==> src/rtl/conversor_grey_pkg.sv <==
// Shared types and helpers for the Gray-to-binary decoder.
// popcount is only referenced when GREY_STEP_CHECK_EN is defined.
package conversor_grey_pkg;

  localparam int DEFAULT_WIDTH = 4;
  localparam int MAX_WIDTH     = 16;

  // Callers zero-extend narrower codes; leading zeros decode to leading zeros,
  // so one MAX_WIDTH loop serves every legal WIDTH.
  function automatic logic [MAX_WIDTH-1:0] gray2bin(input logic [MAX_WIDTH-1:0] g);
    logic [MAX_WIDTH-1:0] b;
    b[MAX_WIDTH-1] = g[MAX_WIDTH-1];
    for (int i = MAX_WIDTH - 2; i >= 0; i--) begin
      b[i] = b[i+1] ^ g[i];
    end
    return b;
  endfunction

  function automatic logic [4:0] popcount(input logic [MAX_WIDTH-1:0] v);
    logic [4:0] n;
    n = '0;
    for (int i = 0; i < MAX_WIDTH; i++) begin
      n = n + {4'd0, v[i]};
    end
    return n;
  endfunction

endpackage

==> src/rtl/grey_step_checker.sv <==
// Flags accepted Gray codes that are not a single-bit step from the previous
// accepted code, and keeps a saturating count of such errors.
module grey_step_checker
  import conversor_grey_pkg::*;
#(
  parameter int WIDTH     = DEFAULT_WIDTH,
  parameter int ERR_CNT_W = 8
) (
  input  logic                 clk,
  input  logic                 rst_n,
  input  logic                 acc,
  input  logic [WIDTH-1:0]     gray,
  output logic                 err,
  output logic [ERR_CNT_W-1:0] err_count
);

  logic [WIDTH-1:0]     prev_p1;
  logic                 first_p1;
  logic [ERR_CNT_W-1:0] cnt_p1;
  logic [MAX_WIDTH-1:0] diff;

  function automatic logic [ERR_CNT_W-1:0] sat_inc(input logic [ERR_CNT_W-1:0] c);
    return (&c) ? c : c + ERR_CNT_W'(1);
  endfunction

  // An identical repeat (zero bits changed) is an error as well.
  assign diff      = MAX_WIDTH'(gray ^ prev_p1);
  assign err       = !first_p1 && (popcount(diff) != 5'd1);
  assign err_count = cnt_p1;

  // p1: previous code, first-code flag, error counter
  always_ff @(posedge clk or negedge rst_n) begin
    if (!rst_n) begin
      prev_p1  <= '0;
      first_p1 <= 1'b1;
      cnt_p1   <= '0;
    end else if (acc) begin
      prev_p1  <= gray;
      first_p1 <= 1'b0;
      if (err) cnt_p1 <= sat_inc(cnt_p1);
    end
  end

endmodule

==> src/rtl/conversor_grey_binario_seq.sv <==
// Registered Gray-to-binary decoder with a one-entry valid/ready output stage.
// Define GREY_STEP_CHECK_EN to add the single-bit-step checker.
module conversor_grey_binario_seq
  import conversor_grey_pkg::*;
#(
  parameter int WIDTH     = DEFAULT_WIDTH,
  parameter int ERR_CNT_W = 8
) (
  input  logic                 clk,
  input  logic                 rst_n,
  input  logic                 in_valid,
  output logic                 in_ready,
  input  logic [WIDTH-1:0]     in_gray,
  output logic                 out_valid,
  input  logic                 out_ready,
  output logic [WIDTH-1:0]     out_binario,
  output logic                 step_err,
  output logic [ERR_CNT_W-1:0] err_count
);

  logic                 acc_p0;
  logic [MAX_WIDTH-1:0] bin_full_p0;
  logic                 vld_p1;
  logic [WIDTH-1:0]     bin_p1;

  assign in_ready    = !vld_p1 || out_ready;
  assign acc_p0      = in_valid && in_ready;
  assign bin_full_p0 = gray2bin(MAX_WIDTH'(in_gray));

  // p0 -> p1: output register loads on accept, empties on consume without refill
  always_ff @(posedge clk or negedge rst_n) begin
    if (!rst_n) begin
      vld_p1 <= 1'b0;
      bin_p1 <= '0;
    end else if (acc_p0) begin
      vld_p1 <= 1'b1;
      bin_p1 <= bin_full_p0[WIDTH-1:0];
    end else if (out_ready) begin
      vld_p1 <= 1'b0;
    end
  end

  assign out_valid   = vld_p1;
  assign out_binario = bin_p1;

`ifdef GREY_STEP_CHECK_EN
  logic serr_p0;
  logic serr_p1;

  grey_step_checker #(
    .WIDTH     (WIDTH),
    .ERR_CNT_W (ERR_CNT_W)
  ) u_step_checker (
    .clk       (clk),
    .rst_n     (rst_n),
    .acc       (acc_p0),
    .gray      (in_gray),
    .err       (serr_p0),
    .err_count (err_count)
  );

  // p1: step flag travels with the decoded value
  always_ff @(posedge clk or negedge rst_n) begin
    if (!rst_n) begin
      serr_p1 <= 1'b0;
    end else if (acc_p0) begin
      serr_p1 <= serr_p0;
    end
  end

  assign step_err = serr_p1;
`else
  assign step_err  = 1'b0;
  assign err_count = '0;
`endif

endmodule

==> config.mk <==
export PLATFORM = sky130hd
export DESIGN_NAME = conversor_grey_binario_seq
export DESIGN_NICKNAME = d
export VERILOG_FILES = /design/src/rtl/conversor_grey_pkg.sv /design/src/rtl/grey_step_checker.sv /design/src/rtl/conversor_grey_binario_seq.sv
export SDC_FILE = /design/constraint.sdc
export NUM_CORES = 1
export LEC_CHECK = 0
export BUFFER_PORTS_ARGS = -buffer_cell sky130_fd_sc_hd__buf_2
export CELL_PAD_IN_SITES_DETAIL_PLACEMENT = 0
export CELL_PAD_IN_SITES_GLOBAL_PLACEMENT = 2
export CORE_MARGIN = 5
export CORE_UTILIZATION = 17
export DETAILED_ROUTE_END_ITERATION = 16
export GPL_ROUTABILITY_DRIVEN = 0
export GPL_TIMING_DRIVEN = 0
export PLACE_DENSITY_LB_ADDON = 0.1
export SLEW_MARGIN = 20
export SYNTH_ARGS = -nofsm -noshare
export SYNTH_HDL_FRONTEND = slang
export SYNTH_HIERARCHICAL = 1
export SYNTH_SLANG_ARGS = --single-unit
==> constraint.sdc <==
create_clock -name clk -period 1.08 [get_ports clk]
set_clock_uncertainty 0.1 [all_clocks]
set_input_delay 0.108 -clock clk [delete_from_list [all_inputs] [get_ports clk]]
set_output_delay 0.108 -clock clk [all_outputs]
set_load 0.02 [all_outputs]
## Yosys cells after proc, flatten, opt, wreduce, memory -nomap -nowiden

Index checks and enable logic that the tools add are counted.
W data, S select, Z words.

| cells by class | value |
|---|---|
| add/subtract/negate cells | 0 |
| multiply operators | 0 |
| divide/modulo/power cells | 0 |
| $lt $le $gt $ge | 0 |
| equal/unequal tests | 0 |
| shifts and indexed selects | 0 |
| multiplexer cells | 2 |
| bitwise gates (word level) | 3 |
| reduce and logical (&&, ||, !) cells | 4 |

Operators with widths:

| operator | count |
|---|---|
| $xor A1 B1 Y1 | 3 |
| $mux W1 | 2 |
| $reduce_bool A2 Y1 | 1 |
| $logic_and A1 B1 Y1 | 1 |
| $logic_not A1 Y1 | 1 |
| $logic_or A1 B1 Y1 | 1 |

| storage, ports and cells | value |
|---|---|
| register bits | 5 |
| bits in latches | 0 |
| memory bits (writable) | 0 |
| memory bits (read-only) | 0 |
| input port bits | 8 |
| output and inout bits | 15 |
| word-level logic and storage cells | 11 |
| memories | 0 |

## Longest topological paths before layout

| logic depth | value |
|---|---|
| word-level depth | 4 |
| depth in mapped cells | 3 |
| depth with buffers taken out | 3 |

## Worst setup path after synthesis

No wires, ideal clock.

| timing | value |
|---|---|
| path kind | register to register |
| start point | register vld_p1 (netlist: out_valid) |
| end point | register bin_p1[0] (netlist: out_binario[0]) |
| setup time | 0.125 ns |
| arrival time | 1.170 ns |
| path slack | -0.315 ns |
| stages on the path, launching flop included | 4 |
| path buffers | 0 |
| cells stage by stage | dfrtp_1 nand2b_1 nand2_1 mux2_2 |

| on the way | value |
|---|---|
| cells in the longest elaborated chain, start to end | 3 |

RTL lines:

| item | RTL line | source |
|---|---|---|
| start, declared | conversor_grey_binario_seq.sv:23 | `logic vld_p1;` |
| start signal, assigned | conversor_grey_binario_seq.sv:33 | `vld_p1 <= 1'b0;` |
| start signal, assigned | conversor_grey_binario_seq.sv:36 | `vld_p1 <= 1'b1;` |
| start signal, assigned | conversor_grey_binario_seq.sv:39 | `vld_p1 <= 1'b0;` |
| $logic_not A1 Y1 | conversor_grey_binario_seq.sv:26 | `assign in_ready = !vld_p1 \|\| out_ready;` |
| $logic_or A1 B1 Y1 | conversor_grey_binario_seq.sv:26 |  |
| net in_ready | conversor_grey_binario_seq.sv:12 | `output logic in_ready,` |
| $logic_and A1 B1 Y1 | conversor_grey_binario_seq.sv:27 | `assign acc_p0 = in_valid && in_ready;` |
| end signal, assigned | conversor_grey_binario_seq.sv:37 | `bin_p1 <= bin_full_p0[WIDTH-1:0];` |
| end, declared | conversor_grey_binario_seq.sv:24 | `logic [WIDTH-1:0] bin_p1;` |

The timed path passes the listed nets, and every way through them passes these cells.
A chain may end at the register's enable or synchronous reset.

## Final worst setup path

| timing | value |
|---|---|
| start point | register vld_p1 (netlist: out_valid) |
| end point | register bin_p1[1] (netlist: out_binario[1]) |

| on the way | value |
|---|---|
| cells in the longest elaborated chain, start to end | 3 |

RTL lines:

| item | RTL line |
|---|---|
| $logic_not A1 Y1 | conversor_grey_binario_seq.sv:26 |
| $logic_or A1 B1 Y1 | conversor_grey_binario_seq.sv:26 |
| $logic_and A1 B1 Y1 | conversor_grey_binario_seq.sv:27 |

Every way passes these cells.

==> run_results.csv <==
group,metric,value,unit
yosys,synthesis.area,300,sq um
critical_path,cp_cell_sequence,"nand2b_4 > nand2_4 > mux2_2",
timing,tns,-0.0839,ns
detailed_routing,via_per_inst,3.08,
floorplanning,dieHeight,52.0,microns
clock_tree,cts.sinks,5,
clock_tree,clock_latency,0.24,ns
timing,min_period,1.11,ns
floorplanning,die_area,2710,sq um
timing,rsz0062_at_grt,"true",
power_and_ir_drop,power,0.729,mW
clock_tree,post-cts-setup-buffer-count,0,
detailed_routing,routed_wl,730,microns
timing,slew_viol_final,0,
global_routing,track_usage,6.63,%
global_routing,grt-ovfl-total,0,
critical_path,timing.critical_path.buf_inv,0,
critical_path,cp-start-kind,"flop",
timing,finalSetupViolCount,4,
place,dp.cells,72,
timing,final.setup.worst_slack,-0.0280,ns
global_routing,grt_start_max_net_pins,6,
cells_and_area,final_nets,61,
critical_path,cpLargestDelayFamily,"flip-flops",
detailed_routing,vias,237,
clock_tree,h-tree-depth,1,
power_and_ir_drop,powerDensity,1470,nW/um^2
job,maxCapViolCount,0,
place,dp_hpwl,604,microns
floorplanning,core,1710,sq um
place,dp_slack,0.00117,ns
power_and_ir_drop,p_comb_share,35.5,%
yosys,syn-instance-count,26,
power_and_ir_drop,ir_worst_vdd,0.437,mV
critical_path,r2r_cells,3,
clock_tree,cts_tree,"yes",
clock_tree,clock-root-buffer,"clkbuf_4",
power_and_ir_drop,pwr-share-clk,30.8,%
global_routing,grt_pass1_wl,1.22,mm
detailed_routing,firstDrtPassIters,1,
power_and_ir_drop,switching_share,33.3,%
critical_path,r2r-end,"out_binario[1]",
cells_and_area,finalNonFillerCells,77,
critical_path,end_kind,"flop",
clock_tree,cts-buffers-inserted,3,
clock_tree,clk_pin_slew,0.05,ns
critical_path,worstReg2RegStart,"out_valid",
yosys,synth.top_cell.area_share,41.7,%
min_path,worst_hold_startpoint,"in_valid",
critical_path,slowest_delay,0.37,ns
detailed_routing,drc,0,
cells_and_area,final_area,497,sq um
yosys,syn-mean-instance-area,11.5,sq um
yosys,synth_largest_area_cell,"dfrtp_1",
cells_and_area,post-route-util,29.1,%
place,port_buffers,13,
critical_path,cp.required,1.11,ns
timing,fmax,903,MHz
floorplanning,start_util,17.6,%
yosys,ys_warn_count,6,
min_path,whs_endpoint,"out_valid",
timing,finalHoldViolCount,1,
critical_path,crit_slowest_cell,"dfrtp_2",
run_status,violations,"hold timing, setup timing",
yosys,yosysSeqAreaShare,41.7,%
detailed_routing,drtIter0Drc,0,
power_and_ir_drop,switchingPower,0.243,mW
floorplanning,die_w,52.0,microns
min_path,hp-class,"in2reg",
detailed_routing,postRouteAntennaNets,0,
timing,holdWs,-0.00242,ns
critical_path,reg2reg_setup_slack,-0.03,ns
power_and_ir_drop,p_int,0.486,mW
cells_and_area,drive_above_1_share,63.5,%
yosys,synth-seq-cells,5,
global_routing,antenna_found_initial,0,
floorplanning,io_pins,23,
critical_path,path_max_fanout,4,
cells_and_area,antenna_cells,0,
critical_path,cp.arrival,1.13,ns
power_and_ir_drop,pwr-share-seq,33.7,%
run_status,outcome,"finished, violations left",
critical_path,critPathKind,"reg2reg",
clock_tree,cts.path.max_buffers,2,
global_routing,first_global_vias,267,
place,post_dp_cell_area,450,sq um
power_and_ir_drop,leakage,0.269,nW
yosys,ys_types,10,
cells_and_area,area_delta_synth_final,65.4,%
timing,finalCritPeriodShare,103,%
detailed_routing,wire_per_inst,9.48,microns
floorplanning,fp-row-count,15,
yosys,netlist_top_cells_area,"dfrtp_1 (42%), buf_4 (23%), mux2_1 (7.5%), mux2_2 (7.5%), xnor2_1 (5.8%)",
min_path,holdPathStages,2,
-- kinds of logic after synthesis --
kind of cell  after synthesis  share of synthesized area (%)
other cells                 1                           1.25
flops                       5                           41.7
mux                         4                           15.0
xor+xnor                    4                           14.2
simple gates                3                           5.41
buf+inv                     9                           22.5
-- flip-flops by register name, indices dropped and copies added (netlist names) --
register	count
out_binario	4
out_valid	1
-- area by class of cell --
cell class | count | area, sq um
fill | 184 | 1210
clock buffer | 4 | 26.3
sequential | 5 | 126
multi-input combinational | 20 | 164
tap | 25 | 31.3
buffer | 9 | 67.6
timing repair buffer | 14 | 81.3
-- cells in the mapped netlist (all sizes together) --
master / instances
buf: 9
dfrtp: 5
mux2: 4
nand2b: 2
xnor2: 2
xor2: 2
conb: 1
nand2: 1
-- cells in the final DEF, fill, tap and decap left out --
cell type      instances
xnor2_1                2
nand2b_1               1
dlygate4sd3_1          1
clkbuf_4               3
xor2_1                 1
buf_4                  9
dfrtp_1                4
xor2_2                 1
buf_2                 12
conb_1                 9
mux2_4                 3
nand2b_4               1
dfrtp_2                1
clkbuf_1               1
mux2_2                 1
buf_6                  1
nand2_4                1
-- power groups by stage --
stage               registers [mW]  clock network (mW)  logic, mW
floorplan                    0.291                   0      0.128
finish                       0.246               0.225      0.259
detailed placement           0.247                   0      0.244
CTS                          0.246               0.239      0.254
global placement             0.244                   0      0.243
global route                 0.252               0.255      0.278
-- timing repair --
item / in CTS / in global routing
pin swaps: 0 / 1
endpoints found under the hold margin: 6 / 0
gates resized for setup: 2 / 1
hold buffers: 1 / 0
endpoints found under the setup margin: 5 / 5
-- layer usage --
metal	wire length, microns	share of wire (%)	up-vias	GRT usage [%]
met2	389	53	13	10.3
met5	0	0	-	0
li1	-	-	114	-
met4	17	2.3	0	6.55
met3	75	10	2	3.72
met1	248	34	108	5.89
-- how the worst max path moves through the flow --
stage | startpoint | to | depth (start not counted)
2_1_floorplan | out_valid | out_binario[2] | 3
6_report | out_valid | out_binario[1] | 3
3_3_place_gp | out_valid | out_binario[3] | 3
3_5_place_dp | out_valid | out_binario[2] | 3
5_1_grt | out_valid | out_binario[1] | 3
4_1_cts | out_valid | out_binario[0] | 3
No activity file was read; power rests on OpenSTA's default activity.
